## config.mk

```make
export PLATFORM = sky130hd
export DESIGN_NAME = rv32_issue_scoreboard
export DESIGN_NICKNAME = d
export VERILOG_FILES = /design/src/rtl/rv32_issue_scoreboard.sv
export SDC_FILE = /design/constraint.sdc
export NUM_CORES = 1
export LEC_CHECK = 0
export CORE_ASPECT_RATIO = 1.2
export CORE_UTILIZATION = 44
export CTS_BUF_LIST = sky130_fd_sc_hd__clkbuf_8
export DETAILED_ROUTE_END_ITERATION = 12
export PLACE_DENSITY = 0.75
export SLEW_MARGIN = 20
export SYNTH_ARGS = -nofsm -noshare
export SYNTH_HDL_FRONTEND = slang
export SYNTH_SLANG_ARGS = --single-unit
```

## constraint.sdc

```tcl
create_clock -name i_clk -period 5.75 [get_ports i_clk]
set_clock_uncertainty 0.15 [all_clocks]
set_input_delay 0.8625 -clock i_clk [delete_from_list [all_inputs] [get_ports i_clk]]
set_output_delay 0.8625 -clock i_clk [all_outputs]
set_load 0.05 [all_outputs]
```

## src/rtl/rv32_issue_scoreboard.sv

```systemverilog
// RV32 issue-stage scoreboard: tracks pending writes from long-latency ops
// and holds RAW/WAW hazards and serializing instructions until they resolve.
module rv32_issue_scoreboard (
  input  logic        i_clk,
  input  logic        i_rst,
  input  logic        i_dec_valid,
  input  logic [4:0]  i_rs1_addr,
  input  logic [4:0]  i_rs2_addr,
  input  logic [4:0]  i_rd_addr,
  input  logic        i_rs1_used,
  input  logic        i_rs2_used,
  input  logic        i_rd_write,
  input  logic        i_tracked,
  input  logic        i_serialize,
  input  logic        i_ex_ready,
  input  logic        i_flush,
  input  logic        i_wb_valid,
  input  logic [4:0]  i_wb_rd,
  output logic        o_issue,
  output logic        o_stall,
  output logic [31:0] o_busy_vec,
  output logic [15:0] o_stall_cnt
);

  // state | meaning
  // RUN   | normal issue
  // DRAIN | serializing instr waiting for all tracked writes to retire
  typedef enum logic {RUN = 1'b0, DRAIN = 1'b1} state_e;

  state_e      state_q, state_d;
  logic [31:0] busy_q, busy_d;
  logic [15:0] stall_cnt_q, stall_cnt_d;
  logic [31:0] wb_mask, busy_eff;
  logic        raw, waw, ser;
  logic        issue, stall;

  // A writeback landing this cycle unblocks its consumers immediately.
  always_comb begin
    wb_mask = '0;
    if (i_wb_valid) wb_mask[i_wb_rd] = 1'b1;
    busy_eff = busy_q & ~wb_mask;
    raw = (i_rs1_used && (i_rs1_addr != 5'd0) && busy_eff[i_rs1_addr]) ||
          (i_rs2_used && (i_rs2_addr != 5'd0) && busy_eff[i_rs2_addr]);
    waw = i_rd_write && (i_rd_addr != 5'd0) && busy_eff[i_rd_addr];
    ser = i_serialize && (busy_eff != '0);
  end

  always_ff @(posedge i_clk or posedge i_rst) begin
    if (i_rst) state_q <= RUN;
    else       state_q <= state_d;
  end

  always_comb begin
    state_d = state_q;
    case (state_q)
      RUN:     if (i_dec_valid && i_serialize && ser && !i_flush) state_d = DRAIN;
      DRAIN:   if ((busy_eff == '0) || i_flush) state_d = RUN;
      default: state_d = RUN;
    endcase
  end

  always_comb begin
    issue = 1'b0;
    stall = 1'b0;
    if (!i_rst) begin
      issue = i_dec_valid && i_ex_ready && !i_flush && !raw && !waw && !ser &&
              (state_q == RUN);
      stall = i_dec_valid && !i_flush && !issue;
    end
  end

  assign o_issue = issue;
  assign o_stall = stall;

  // Set applied after clear so a same-cycle reissue to the same rd wins.
  always_comb begin
    busy_d = busy_eff;
    if (issue && i_tracked && i_rd_write && (i_rd_addr != 5'd0))
      busy_d[i_rd_addr] = 1'b1;
    busy_d[0] = 1'b0;
    stall_cnt_d = stall_cnt_q;
    if (stall && (stall_cnt_q != 16'hFFFF))
      stall_cnt_d = stall_cnt_q + 16'd1;
  end

  always_ff @(posedge i_clk or posedge i_rst) begin
    if (i_rst) begin
      busy_q      <= '0;
      stall_cnt_q <= '0;
    end else begin
      busy_q      <= busy_d;
      stall_cnt_q <= stall_cnt_d;
    end
  end

  assign o_busy_vec  = busy_q;
  assign o_stall_cnt = stall_cnt_q;

endmodule

```

==> impl_metrics.env <==
export IMPL_critPathKind="in2out"
export IMPL_layout_cells_non_filler=647
export IMPL_fp_dieArea_um2=9470
export IMPL_post_cts_hold_buffer_count=0
export IMPL_hpwl_um=11660
export IMPL_routedLengthMet1_um=6047
export IMPL_synth_cell_types=68
export IMPL_synth_seq_cells=48
export IMPL_wire_length_on_met2_um=7662
export IMPL_fmax_mhz=187.5
export IMPL_finalSetupViolations=0
export IMPL_placeableCoreArea_um2=8703
export IMPL_layout_net_count=561
export IMPL_outcome="finished, final reports clean"
export IMPL_internal_power_mw=0.5598
export IMPL_syn_cell_area_um2=3996
export IMPL_power_frac_clock_pct=24.0
export IMPL_critical_path_reg2reg_startpoint="o_busy_vec[20]$_DFF_PP0_"
export IMPL_core_rowCount=37
export IMPL_postSynthCellCount=464
export IMPL_antenna_violations_before_repair=0
export IMPL_detail_route_wl_per_cell_um=24.17
export IMPL_switching_share_pct=38.00
export IMPL_class_of_the_most_critical_hold_timing_path="reg2reg"
export IMPL_initial_core_utilization_pct=45.92
export IMPL_power_density_cell_area_nw_per_um2=180.6
export IMPL_cts_sinks=48
export IMPL_min_to="o_stall_cnt[14]$_DFFE_PP0P_"
export IMPL_synth_top_cells_by_count="48 x dfrtp_1, 31 x o21ai_0, 27 x clkbuf_1, 27 x nand2_1, 27 x nor2_1"
export IMPL_hold_path_depth=1
export IMPL_avgViaCountPerCell=6.771
export IMPL_ctsLongestPathBuffers=2
export IMPL_postCtsResizedCells=0
export IMPL_synth_edff_count=0
export IMPL_relSlewSlack_pct=51.48
export IMPL_leakage_nw=2.019
export IMPL_final_min_clock_period_ps=5332
export IMPL_ys_flop_type="dfrtp_1"
export IMPL_post_route_setup_tns_ps=0
export IMPL_wl_um=15640
export IMPL_synthesis_area_per_instance_um2=8.613
export IMPL_critPathArrivalTime_ps=4320
export IMPL_worstPathRequired_ps=4740
export IMPL_number_of_buffers_inserted_by_post_cts_setup_repair=0
export IMPL_insertion_delay_to_the_later_sink_of_the_worst_skew_pair_ps=300
export IMPL_grt_overflow_total=0
export IMPL_first_global_vias=4308
export IMPL_clk_pin_slew_worst_paths_ps=90
export IMPL_drt_initial_drc_count=425
export IMPL_timing_worst_slew_pin_value_ps=720.2
export IMPL_dieWidth_um=89
export IMPL_num_io_pins=81
export IMPL_seq_area_frac_synth_pct=30.06
export IMPL_route_met3_wl_um=1173
export IMPL_r2r_slack_ps=1910
export IMPL_vias=4381
export IMPL_final_ant_viol_nets=0
export IMPL_final_hold_viol_count=0
export IMPL_comb_power_share_pct=33.2
export IMPL_post_synth_main_area_contributors="dfrtp_1 30%, mux2i_1 6.5%, mux2_2 3.9%"
export IMPL_synth_top_cell_by_area="dfrtp_1"
export IMPL_gpl_final_weighted_congestion=1.013
export IMPL_placed_cell_area_um2=4902
export IMPL_cts_root_buf="clkbuf_8"
export IMPL_finalCritPeriodShare_pct=92.73
export IMPL_cts_buffers=5
export IMPL_post_place_cells=639
export IMPL_synth_warnings=0
export IMPL_drc=0
export IMPL_vdd_ir_drop_worst_mv=0.1699
export IMPL_crit_fanout=13
export IMPL_synth_most_common_cell="dfrtp_1"
export IMPL_cp_start_kind="input port"
export IMPL_finalHoldWorstSlack_ps=353.1
export IMPL_summed_area_of_non_filler_cells_in_the_final_layout_um2=5000
export IMPL_layout_drive_gt1_share_pct=10.19
export IMPL_synthesis_nets=496
export IMPL_htree_num_levels=2
export IMPL_timing_reg2reg_worst_path_depth=10
export IMPL_crit_reg2reg_capture="o_busy_vec[23]$_DFF_PP0_"
export IMPL_grt_pass1_wl_um=23740
export IMPL_areaGrowthSynthToFinish_pct=25.11
export IMPL_drtPass1Iterations=5
export IMPL_globalRouteTotalUtil_pct=33.78
export IMPL_net_switching_power_mw=0.3432
export IMPL_highest_layer="met4"
export IMPL_setup_worst_path_end_class="output port"
export IMPL_number_of_maximum_capacitance_violations=0
export IMPL_rsz0062_at_grt="false"
export IMPL_port_buffers=79
export IMPL_seq_power_share_pct=42.8
export IMPL_hold_path_startpoint="o_stall_cnt[14]$_DFFE_PP0P_"
export IMPL_synth_largest_type_area_fraction_pct=30.06
export IMPL_asyncSetResetFlopFracSynth_pct=100.0
export IMPL_cts_tree="done"
export IMPL_drv_slew=0
export IMPL_insertedDiodeCount=0
export IMPL_layout_core_utilization_pct=57.45
export IMPL_die_y_um=106.4
export IMPL_grt_start_max_net_pins=53
[critical path, stage by stage]
cell and delay, ps:
clkdlybuf4s50_1 690, nand4b_1 480, o21ai_0 750, a32o_1 220, a41oi_1 50, o2111ai_1 260, nor3_1 140, nor4_4 450
and2_1 250, buf_12 150
[layer usage]
metal  track usage [%]  vias to the layer above
li1                  -                     1940
met4             17.69                        0
met1             41.44                     2127
met5                 0                        -
met2             56.37                      262
met3             5.202                       52
[through the flow]
stage                     power (mW)  worst slack (ps)
final                         0.9030             417.9
after global routing          0.9391             218.9
after CTS                     0.9025             528.7
after detailed placement      0.6873             563.6
after global placement        0.6876             595.6
after floorplan               0.5751              1087
[cell usage in the layout (no fill, tap or decap), types with 11 or more instances in the layout]
| cell type | n |
|---|---|
| nor2_1 | 27 |
| clkdlybuf4s50_1 | 77 |
| o21ai_0 | 31 |
| o31ai_1 | 11 |
| nand2_1 | 27 |
| nor3_1 | 24 |
| buf_4 | 18 |
| inv_1 | 13 |
| mux2_2 | 14 |
| o41ai_1 | 16 |
| xor2_1 | 17 |
| dfrtp_1 | 48 |
| nand3_1 | 18 |
| mux2i_1 | 26 |
[how the worst max path moves through the flow]
stage,startpoint,to,slack [ps],cells past startpoint
2_1_floorplan,i_rs1_addr[0],o_issue,1090,10
3_3_place_gp,i_wb_rd[1],o_issue,600,11
3_5_place_dp,i_wb_valid,o_issue,560,10
4_1_cts,i_wb_valid,o_issue,530,10
5_1_grt,i_wb_valid,o_issue,220,10
6_report,i_wb_valid,o_issue,420,10
[final cells by class]
class | instances | area [um2]
Fill cell | 832 | 3704
Multi-Input combinational cell | 363 | 2572
Sequential cell | 48 | 1201
Timing Repair Buffer | 96 | 925.9
Tap cell | 117 | 146.4
Clock buffer | 6 | 82.58
Inverter | 15 | 56.30
Clock inverter | 2 | 15.01
[state kept, by name (all words and copies together), names as in the netlist]
register and flops:
o_busy_vec 31, o_stall_cnt 16, state_q 1
[cell families after synthesis]
logic type / after synthesis / share of synthesized area [%]
other: 1 / 0.09384
flip-flops: 48 / 30.06
AND/OR/NAND/NOR: 158 / 22.23
XOR/XNOR: 21 / 4.602
adder cells (fa/ha/maj): 1 / 0.3130
buffers and inverters: 53 / 5.573
AO/OA/AOI/OAI: 140 / 25.55
multiplexers: 42 / 11.58
[power by group through the flow]
| stage | clock (mW) | combinational (mW) | sequential [mW] |
|---|---|---|---|
| floorplan | 0 | 0.123 | 0.452 |
| CTS | 0.219 | 0.297 | 0.386 |
| detailed placement | 0 | 0.295 | 0.392 |
| global placement | 0 | 0.295 | 0.392 |
| global route | 0.233 | 0.317 | 0.390 |
| finish | 0.217 | 0.300 | 0.387 |
(Power assumes the default switching activity.)
